$ cat src/rtl/apb_regfile_slave.sv
// APB register-bank responder: NUM_REGS x 32-bit read/write registers
// behind an APB slave port with programmable wait states and PSLVERR.
//
// Ports:
//   CLK      rising-edge clock
//   RST      asynchronous active-high reset
//   PSEL     this slave's select bit from the bridge decode
//   PENABLE  access-phase qualifier
//   PWRITE   1 = write, 0 = read
//   PADDR    byte offset within this slave's window
//   PWDATA   write data (captured in the setup cycle)
//   PRDATA   read data, non-zero only in the PREADY cycle of a good read
//   PREADY   transfer completion, high for exactly one cycle
//   PSLVERR  error response, high only in the PREADY cycle
module apb_regfile_slave #(
    parameter int          NUM_REGS    = 8,
    parameter int          WAIT_STATES = 1,
    parameter logic [31:0] RESET_VAL   = 32'h0000_0000
) (
    input  logic        CLK,
    input  logic        RST,
    input  logic        PSEL,
    input  logic        PENABLE,
    input  logic        PWRITE,
    input  logic [31:0] PADDR,
    input  logic [31:0] PWDATA,
    output logic [31:0] PRDATA,
    output logic        PREADY,
    output logic        PSLVERR
);

    localparam int          AW    = $clog2(NUM_REGS);
    localparam logic [31:0] LIMIT = 32'(NUM_REGS * 4);

    // WAIT: access phase, PREADY low. READY: the PREADY=1 cycle.
    // DONE: cycle after PREADY, may already carry the next setup.
    localparam logic [1:0] ST_IDLE  = 2'd0;
    localparam logic [1:0] ST_WAIT  = 2'd1;
    localparam logic [1:0] ST_READY = 2'd2;
    localparam logic [1:0] ST_DONE  = 2'd3;

    logic [1:0]    r_state;
    logic [3:0]    r_cnt;
    logic [AW-1:0] r_idx;
    logic          r_err;
    logic          r_write;
    logic [31:0]   r_wdata;
    logic [31:0]   r_prdata;
    logic          r_pready;
    logic          r_pslverr;
    logic [31:0]   r_regs [NUM_REGS];

    logic [AW-1:0] w_idx;
    logic          w_err;
    logic          w_setup;

    assign w_idx   = PADDR[2 +: AW];
    assign w_err   = (PADDR[1:0] != 2'b00) || (PADDR >= LIMIT);
    assign w_setup = PSEL && !PENABLE;

    assign PRDATA  = r_prdata;
    assign PREADY  = r_pready;
    assign PSLVERR = r_pslverr;

    always_ff @(posedge CLK or posedge RST) begin
        if (RST) begin
            r_state   <= ST_IDLE;
            r_cnt     <= 4'd0;
            r_idx     <= '0;
            r_err     <= 1'b0;
            r_write   <= 1'b0;
            r_wdata   <= 32'h0;
            r_prdata  <= 32'h0;
            r_pready  <= 1'b0;
            r_pslverr <= 1'b0;
            for (int i = 0; i < NUM_REGS; i++) begin
                r_regs[i] <= RESET_VAL;
            end
        end else begin
            // Response outputs are single-cycle pulses by default.
            r_prdata  <= 32'h0;
            r_pready  <= 1'b0;
            r_pslverr <= 1'b0;
            unique case (r_state)
                ST_IDLE, ST_DONE: begin
                    if (w_setup) begin
                        r_idx   <= w_idx;
                        r_err   <= w_err;
                        r_write <= PWRITE;
                        r_wdata <= PWDATA;
                        if (WAIT_STATES == 0) begin
                            // No wait states: the first PENABLE cycle
                            // is already the PREADY cycle.
                            r_state   <= ST_READY;
                            r_cnt     <= 4'd0;
                            r_pready  <= 1'b1;
                            r_pslverr <= w_err;
                            r_prdata  <= (!PWRITE && !w_err) ?
                                         r_regs[w_idx] : 32'h0;
                        end else begin
                            r_state <= ST_WAIT;
                            r_cnt   <= 4'(WAIT_STATES);
                        end
                    end else begin
                        // Includes the illegal PSEL&PENABLE entry.
                        r_state <= ST_IDLE;
                    end
                end
                ST_WAIT: begin
                    if (!PSEL) begin
                        // Master abandoned the transfer.
                        r_state <= ST_IDLE;
                        r_cnt   <= 4'd0;
                    end else if (r_cnt == 4'd1) begin
                        r_state   <= ST_READY;
                        r_cnt     <= 4'd0;
                        r_pready  <= 1'b1;
                        r_pslverr <= r_err;
                        r_prdata  <= (!r_write && !r_err) ?
                                     r_regs[r_idx] : 32'h0;
                    end else begin
                        r_cnt <= r_cnt - 4'd1;
                    end
                end
                ST_READY: begin
                    // Commit on the edge that closes the PREADY cycle,
                    // so a back-to-back read already sees the new value.
                    if (r_write && !r_err) begin
                        r_regs[r_idx] <= r_wdata;
                    end
                    r_state <= ST_DONE;
                end
                default: begin
                    r_state <= ST_IDLE;
                end
            endcase
        end
    end

endmodule

$ cat config.mk
export PLATFORM = sky130hd
export DESIGN_NAME = apb_regfile_slave
export DESIGN_NICKNAME = d
export VERILOG_FILES = /design/src/rtl/apb_regfile_slave.sv
export SDC_FILE = /design/constraint.sdc
export NUM_CORES = 1
export LEC_CHECK = 0
export ABC_AREA = 1
export ABC_CLOCK_PERIOD_IN_PS = 17450
export CORE_MARGIN = 2
export CORE_UTILIZATION = 55
export DETAILED_ROUTE_END_ITERATION = 10
export HOLD_SLACK_MARGIN = 0.08
export MAX_ROUTING_LAYER = met4
export PLACE_DENSITY = 0.75
export SLEW_MARGIN = 10
export SYNTH_ARGS = -nofsm -noshare
export SYNTH_HDL_FRONTEND = slang
export SYNTH_SLANG_ARGS = --single-unit
$ cat constraint.sdc
create_clock -name CLK -period 17.45 [get_ports CLK]
set_input_delay 2.6175 -clock CLK [delete_from_list [all_inputs] [get_ports CLK]]
set_output_delay 2.6175 -clock CLK [all_outputs]
set_load 0.05 [all_outputs]
==> impl_metrics.ini, run 1 <==
[power_and_ir_drop]
internal-power_mw = 1.34
cellLeakagePower_nw = 7.90
power_density_nw_per_um2 = 109
worst_ir_drop_vdd_mv = 0.0812
totalPowerFinal_mw = 1.84
sequentialPowerShare_pct = 44.5
p_sw_share_pct = 27.2
switchingPower_mw = 0.501
power.share.combinational_pct = 14.9
clock_power_share_pct = 40.6

[global_route]
initial_antenna_violation_count = 0
gr-total-overflow = 0
grt_max_degree = 109
groute.usage.overall_pct = 25.9
grt_first_pass_wirelength_um = 57000
number_of_global_route_vias_before_repair = 11192

[synth]
synthCells = 1745
number_of_enable_type_register_cells_in_the_synthesized_netlist = 0
ys_async_sr_fraction_pct = 100
synthDominantAreaCellType = dfrtp_1
synth_xor_xnor_area_share_pct = 0
mappedNetlistNets = 1818
area_share_of_fa_ha_maj_cells_after_synthesis_pct = 0.342
synth-seq-cells = 333
dominant_combinational_cell_family_by_area_after_synthesis = simple AND/OR/NAND/NOR gates
synth_seq_area_share_pct = 56.9
ys_dominant_reg_cell = dfrtp_1
mappedNetlistArea_um2 = 14600
synthDominantCellAreaShare_pct = 56.9
post_synth_most_frequent_cells = nand2_1 (535), dfrtp_1 (333), inv_1 (169)
share_of_synthesized_area_spent_on_multiplexers_pct = 0
ys.warnings.count = 0
synthTopCellsByArea = dfrtp_1 (57%), nand2_1 (14%), o21ai_0 (5.1%)
synth_most_common_cell = nand2_1
post_synth_num_cell_types = 25
synth_compound_area_share_pct = 10.4
post_synth.cell_area_avg_um2 = 8.39
synth_simple_gate_area_share_pct = 24.8

[sta]
finalSetupViolations = 0
rsz0062_at_grt = false
hold_viol_final = 0
clock_skew_ns = 0.0200
drv_slew = 0
timing.final.crit_period_ns = 4.92
timing.final.crit_share_pct = 28.2
final_critical_path_setup_slack_ns = 12.53
worst_pin_slew_ns = 1.11
relSlewSlack_pct = 25.6
fin_tns_setup_ns = 0
worst_hold_slack_ns = 0.478
max_freq_mhz = 203

[setup_path]
crit_path_cell_trace = clkdlybuf4s50_1 > inv_8 > buf_4 > buf_4
critPathLaunchType = input pin
critical_path_required_ns = 17.92
reg2reg_setup_slack_ns = 14.18
worstPathBufferInverterCount = 4
crit_slowest_cell = buf_4
reg2reg_to = r_regs[21]$_DFFE_PP0P_
timing.critical_path.arrival_ns = 5.39
critPathCaptureType = asynchronous set/reset pin
critical_path_most_common_cell = buf_4
crit_family = buffers and inverters
worstSetupPathType = in -> async
worst-r2r-cell-count = 4
critPathMaxFanout = 108
slowest_delay_ns = 0.90
worst_r2r_startpoint = r_idx[0]$_DFFE_PP0P_

[routing]
final_antenna_net_count = 0
detail_route.drc_violations = 3
vias = 11400
route.detailed.wl_per_inst_um = 15.6
firstDrtPassIters = 8
drt-total-wl_um = 33700
via_per_inst = 5.29
number_of_design_rule_violations_left_by_the_first_detailed_router_iteration = 956

[hold_path]
worstHoldEndpoint = r_regs[233]$_DFFE_PP0P_
worst_hold_path.num_cells = 2
worstHoldStart = r_regs[233]$_DFFE_PP0P_
path_category_of_the_worst_min_delay_check = reg -> reg

[run]
number_of_maximum_capacitance_violations = 0

[placed_design]
dpl.hpwl_um = 17800
io_buffer_count = 102
finalWeightedCongestion = 0.772
dpl_worst_slack_ns = 11.87

[finish]
area_growth_pct = 15.2
finish.net_count = 1871
final_util_pct = 64.5
diodes = 0
drive_gt1_share_pct = 8.02

[clock_tree]
cts.hold.buffers_added = 0
cts_tree = yes
clock-sinks = 333
cts-htree-levels = 2
cts_made_buffers = 35
root_buffer = clkbuf_16
cts-root-to-sink-buffers = 3
cts_setup_buffers = 0
clk_transition_reported_paths_ns = 0.06
cts_resized = 0
clock_latency_on_the_worst_skew_pair_ns = 0.51

[floorplan]
chipWidth_um = 167
boundaryPins = 103
core.rowCount = 59
die_area_um2 = 28000
die_h_um = 167
initial_utilization_pct = 56.1
fp.coreArea_um2 = 26100

[run_status]
failed_checks = DRC
run_status = complete, but fails checks
[metal layers]
metal,vias up,GRT usage [%],part of all wire [%]
met1,5451,34.8,45
met2,303,41.8,48
met5,-,-,0
li1,5585,-,-
met4,0,7.30,2.1
met3,61,3.55,5.1
[per-stage QoR]
stage	cell area, um2	cells
CTS	16900	2155
detailed placement	15700	2096
floorplan	14600	1745
global placement	15700	2096
global route	16900	2155
finish	16900	2155
[cell families (layout without fill, tap and decap cells)]
family / count (synthesis) / after routing
simple gates: 839 / 839
fa+ha+maj: 4 / 4
buf+inv: 267 / 342
flops: 333 / 333
compound gates: 302 / 302
[worst max path at each step]
stage / cells past startpoint / end / start
floorplan: 1 / PRDATA[0]$_DFF_PP0_ / RST
detailed placement: 4 / r_regs[110]$_DFFE_PP0P_ / RST
finish: 4 / r_regs[44]$_DFFE_PP0P_ / RST
global route: 4 / r_regs[201]$_DFFE_PP0P_ / RST
global placement: 4 / r_regs[127]$_DFFE_PP0P_ / RST
CTS: 4 / r_regs[12]$_DFFE_PP0P_ / RST
[tightest hold or removal path: cells and delay by family (launching register included)]
family | cells | cell delay [ns]
and+or+nand+nor | 1 | 0.05
AOI/OAI and AO/OA | 1 | 0.06
DFF | 1 | 0.34
[power by group through the flow]
stage / clock (mW) / sequential, mW / combinational (mW)
finish: 0.746 / 0.818 / 0.274
global placement: 0 / 0.831 / 0.272
floorplan: 0 / 0.820 / 0.204
detailed placement: 0 / 0.832 / 0.275
CTS: 0.758 / 0.818 / 0.277
global route: 0.791 / 0.822 / 0.310
[area by class of cell]
cell class,count,area [um2]
Multi-Input combinational cell,1145,5210
Inverter,171,649
Clock inverter,5,75.1
Sequential cell,333,8340
Tap cell,335,419
Fill cell,2173,9270
Clock buffer,54,1080
Timing Repair Buffer,112,1100
[cells in the final DEF (no fill, tap or decap), drive strengths merged, types with 3 or more instances in the layout]
cell type / instances
a21oi: 5
buf: 10
clkbuf: 54
clkdlybuf4s50: 102
clkinv: 3
dfrtp: 333
ha: 4
inv: 171
nand2: 538
nand3: 138
nor2: 95
o21ai: 296
or2: 64
[sequential cells by signal (all words and copies together) (netlist names)]
signal	cells
r_state	2
r_err	1
r_write	1
PREADY	1
r_wdata	32
r_idx	3
r_cnt	4
PSLVERR	1
PRDATA	32
r_regs	256
Power figures use the tool's default switching activity.
==> inputs of run 2 (changes only) <==
ABC_CLOCK_PERIOD_IN_PS = 4000   (was 17450)
CORE_UTILIZATION = 53   (was 55)
PLACE_DENSITY = 0.76   (was 0.75)
clock period = 4 ns   (was 17.45 ns; I/O delays follow)
==> run 2 against run 1 <==
Against the previous run:
- the run now ends clean
- sequential cell count unchanged
- worst setup slack got worse by 11 ns
- worst hold slack got worse by 0.051 ns
- sequential power rose to 4.3 times the previous value
- final cell count increased by 0.60%
- sequential share of layout area decreased by 0.10 points
- critical path type is now reg -> reg
- highest routed layer unchanged
==> impl_metrics.ini, run 2 (synthesis results as in run 1) <==
[setup_path]
worst_r2r_startpoint = r_idx[0]$_DFFE_PP0P_
worstSetupPathType = reg -> reg
reg2reg_to = r_regs[39]$_DFFE_PP0P_
crit_slowest_cell = dfrtp_4
critPathMaxFanout = 67
critical_path_required_ns = 4.36
crit_path_cell_trace = buf_4 > nor2_4 > nand2_4 > nand2_1 > o21ai_0
reg2reg_setup_slack_ns = 1.32
critPathCaptureType = register
slowest_delay_ns = 0.66
critPathLaunchType = register
worst-r2r-cell-count = 5
timing.critical_path.arrival_ns = 3.03

[clock_tree]
cts_tree = yes
clk_transition_reported_paths_ns = 0.06
cts_setup_buffers = 0
clock_latency_on_the_worst_skew_pair_ns = 0.51
cts-htree-levels = 2
cts-root-to-sink-buffers = 3
clock-sinks = 333
cts_resized = 0
root_buffer = clkbuf_16
cts_made_buffers = 35
cts.hold.buffers_added = 0

[sta]
finalSetupViolations = 0
worst_pin_slew_ns = 0.816
relSlewSlack_pct = 45.6
max_freq_mhz = 374
timing.final.crit_period_ns = 2.68
clock_skew_ns = 0.00914
worst_hold_slack_ns = 0.427
drv_slew = 0
rsz0062_at_grt = false
timing.final.crit_share_pct = 66.9
hold_viol_final = 0

[placed_design]
dpl.hpwl_um = 19200
finalWeightedCongestion = 0.783
io_buffer_count = 102

[power_and_ir_drop]
cellLeakagePower_nw = 7.91
power_density_nw_per_um2 = 470
worst_ir_drop_vdd_mv = 0.272

[finish]
largest_register_ffs = 256
finish.net_count = 1877
drive_gt1_share_pct = 8.21
diodes = 0
area_growth_pct = 15.4
top_register = r_regs
mostFrequentLayoutCells = nand2_1 (535), dfrtp_1 (332), inv_1 (168)
final_util_pct = 62.5
mostFrequentLayoutCell = nand2_1

[routing]
detail_route.drc_violations = 0
final_antenna_net_count = 0
route.detailed.wl_per_inst_um = 15.3
firstDrtPassIters = 5
drt-total-wl_um = 33100
via_per_inst = 5.27
number_of_design_rule_violations_left_by_the_first_detailed_router_iteration = 1041
vias = 11436

[global_route]
number_of_global_route_vias_before_repair = 11130
groute.usage.overall_pct = 24.8
grt_max_degree = 139
initial_antenna_violation_count = 0
gr-total-overflow = 0
grt_first_pass_wirelength_um = 56100

[floorplan]
core.rowCount = 60
initial_utilization_pct = 54.2
die_h_um = 170
chipWidth_um = 170
fp.coreArea_um2 = 27000
die_area_um2 = 29000
boundaryPins = 103

[run_status]
run_status = finished, final reports clean

[hold_path]
path_category_of_the_worst_min_delay_check = in -> async

[run]
number_of_maximum_capacitance_violations = 0
[run 2: critical path: cells and delay by family, from the launching register on]
family,cells,cell delay (ns)
simple gates,3,1.30
compound gates,1,0.11
buf+inv,1,0.40
flops,1,0.66
[run 2: metal layers]
layer | vias up | GRT usage (%) | wire length [um]
met1 | 5490 | 33.4 | 15000
met3 | 55 | 4.42 | 1770
li1 | 5612 | - | -
met4 | 0 | 6.80 | 720
met5 | - | - | 0
met2 | 279 | 39.3 | 15600
[run 2: how the worst max path moves through the flow]
stage / from / to / slack [ns]
2_1_floorplan: RST / PRDATA[0]$_DFF_PP0_ / -1.05
3_3_place_gp: PSEL / r_idx[0]$_DFFE_PP0P_ / 1.46
3_5_place_dp: r_idx[0]$_DFFE_PP0P_ / r_regs[103]$_DFFE_PP0P_ / 1.40
4_1_cts: r_idx[0]$_DFFE_PP0P_ / r_regs[39]$_DFFE_PP0P_ / 1.33
5_1_grt: r_idx[0]$_DFFE_PP0P_ / r_regs[39]$_DFFE_PP0P_ / 1.10
6_report: r_idx[0]$_DFFE_PP0P_ / r_regs[39]$_DFFE_PP0P_ / 1.32
[run 2: stage by stage]
step	instance area, um2	power [mW]	std cells	setup TNS (ns)	setup WS (ns)
after floorplan	14700	4.47	1745	-349.19	-1.05
after global placement	15800	4.83	2108	0	1.46
after detailed placement	15800	4.85	2108	0	1.40
after CTS	16900	8.00	2168	0	1.33
after global routing	16900	8.30	2168	0	1.10
final	16900	7.94	2168	0	1.32
[run 2: where the power goes]
part / internal (mW) / switching [mW] / total, mW
Combinational: 0.393 / 0.848 / 1.24
Sequential: 3.47 / 0.0734 / 3.55
Clock: 1.88 / 1.27 / 3.16
[run 2: cell type report]
cell class	count	area (um2)
Inverter	171	646
Sequential cell	333	8340
Timing Repair Buffer	118	1170
Fill cell	2325	10100
Clock buffer	55	1060
Multi-Input combinational cell	1145	5210
Clock inverter	5	52.6
Tap cell	341	427
==> inputs of run 3 (changes only) <==
ABC_CLOCK_PERIOD_IN_PS = 2300   (was 4000)
clock period = 2.3 ns   (was 4 ns; I/O delays follow)
==> run 3 against run 2 <==
Against the previous run:
- global-route usage rose by 1.0 points
- final cell count grew 1.2%
- sequential power increased by 73%
- clock skew rose by 0.0050 ns
==> impl_metrics.ini, run 3 (synthesis results as in run 1) <==
[run_status]
run_status = finished, final reports clean

[power_and_ir_drop]
p_sw_share_pct = 27.2
sequentialPowerShare_pct = 42.4
power.share.combinational_pct = 16.0
clock_power_share_pct = 41.5
cellLeakagePower_nw = 8.13
internal-power_mw = 10.5
totalPowerFinal_mw = 14.4
worst_ir_drop_vdd_mv = 0.501
switchingPower_mw = 3.93
power_density_nw_per_um2 = 834

[floorplan]
fp.coreArea_um2 = 27000
core.rowCount = 60
die_h_um = 170
chipWidth_um = 170
initial_utilization_pct = 54.2
die_area_um2 = 29000
boundaryPins = 103

[clock_tree]
cts_setup_buffers = 0
cts_resized = 0
clock_latency_on_the_worst_skew_pair_ns = 0.51
cts.hold.buffers_added = 0
root_buffer = clkbuf_16
cts-root-to-sink-buffers = 3
cts_made_buffers = 35
clk_transition_reported_paths_ns = 0.06
cts-htree-levels = 2
clock-sinks = 333
cts_tree = yes

[placed_design]
placed_cells_incl_taps = 2132
finalWeightedCongestion = 0.787
post_dp_cell_area_um2 = 16100
dpl.hpwl_um = 21800
dpl_worst_slack_ns = 0.399
io_buffer_count = 102

[routing]
firstDrtPassIters = 5
via_per_inst = 5.33
route.detailed.wl_per_inst_um = 16.0
final_antenna_net_count = 0
detail_route.drc_violations = 0
vias = 11707
number_of_design_rule_violations_left_by_the_first_detailed_router_iteration = 1056
drt-total-wl_um = 35200

[global_route]
grt_max_degree = 97
number_of_global_route_vias_before_repair = 11533
groute.usage.overall_pct = 25.8
gr-total-overflow = 0
initial_antenna_violation_count = 0
grt_first_pass_wirelength_um = 58100

[sta]
finalSetupViolations = 0
timing.final.crit_period_ns = 2.07
worst_pin_slew_ns = 0.652
worst_hold_slack_ns = 0.330
fin_tns_setup_ns = 0
relSlewSlack_pct = 56.6
timing.final.crit_share_pct = 90.1
final_critical_path_setup_slack_ns = 0.228
clock_skew_ns = 0.0141
drv_slew = 0
rsz0062_at_grt = false
max_freq_mhz = 483
hold_viol_final = 0

[setup_path]
timing.critical_path.arrival_ns = 1.73
crit_slowest_cell = clkdlybuf4s50_1
slowest_delay_ns = 0.82
crit_family = buffers and inverters
critPathLaunchType = register
critPathMaxFanout = 1
crit_path_cell_trace = clkdlybuf4s50_1
worstSetupPathType = reg -> out
worstPathBufferInverterCount = 1
critPathCaptureType = primary output
critical_path_required_ns = 1.96

[finish]
diodes = 0
final.fill_count = 2248
area_growth_pct = 18.2
design_area_um2 = 17300
final_util_pct = 64.1
multiInputGateArea_um2 = 5210
finalNonFillerCells = 2195
top_register = r_regs
mostFrequentLayoutCell = nand2_1
drive_gt1_share_pct = 9.82
finish.net_count = 1901
final-seq-area_um2 = 8340
mostFrequentLayoutCells = nand2_1 (535), dfrtp_1 (332), inv_1 (168)
largest_register_ffs = 256

[hold_path]
path_category_of_the_worst_min_delay_check = in -> async

[run]
number_of_maximum_capacitance_violations = 0
==> run 3: routing by layer <==
metal | track usage [%] | share of wire [%] | vias up | routed length (um)
met5 | - | 0 | - | 0
li1 | - | - | 5650 | -
met4 | 7.58 | 2.4 | 0 | 831
met1 | 34.2 | 44 | 5660 | 15600
met3 | 3.16 | 4.7 | 69 | 1640
met2 | 42.2 | 49 | 328 | 17100
==> run 3: path summary, 6_finish.rpt <==
| path | startpoint | endpoint | slack [ns] | cells past startpoint |
|---|---|---|---|---|
| max in group asynchronous | RST | r_regs[225]$_DFFE_PP0P_ | 1.41 | 4 |
| hold / removal | RST | r_regs[117]$_DFFE_PP0P_ | 0.33 | 3 |
| setup reg to reg | r_state[0]$_DFFE_PP0P_ | r_regs[4]$_DFFE_PP0P_ | 0.37 | 7 |
| hold reg to reg | r_regs[247]$_DFFE_PP0P_ | r_regs[247]$_DFFE_PP0P_ | 0.48 | 2 |
| setup / recovery | PRDATA[2]$_DFF_PP0_ | PRDATA[2] | 0.23 | 1 |
| min in group CLK | PWRITE | r_write$_DFFE_PP0P_ | 0.39 | 3 |
==> run 3: layout make-up <==
cell class,count,share of cell area (%)
Clock buffer,50,6.03
Timing Repair Buffer,142,8.42
Inverter,171,3.73
Multi-Input combinational cell,1145,30.1
Sequential cell,333,48.1
Tap cell,341,2.46
Clock inverter,13,1.11
==> run 3: power groups by stage <==
| stage | Sequential, mW | Clock [mW] | Combinational, mW |
|---|---|---|---|
| floorplan | 6.23 | 0 | 1.55 |
| global placement | 6.22 | 0 | 2.26 |
| detailed placement | 6.23 | 0 | 2.31 |
| CTS | 6.13 | 6.07 | 2.33 |
| global route | 6.14 | 6.31 | 2.58 |
| finish | 6.13 | 6.00 | 2.32 |
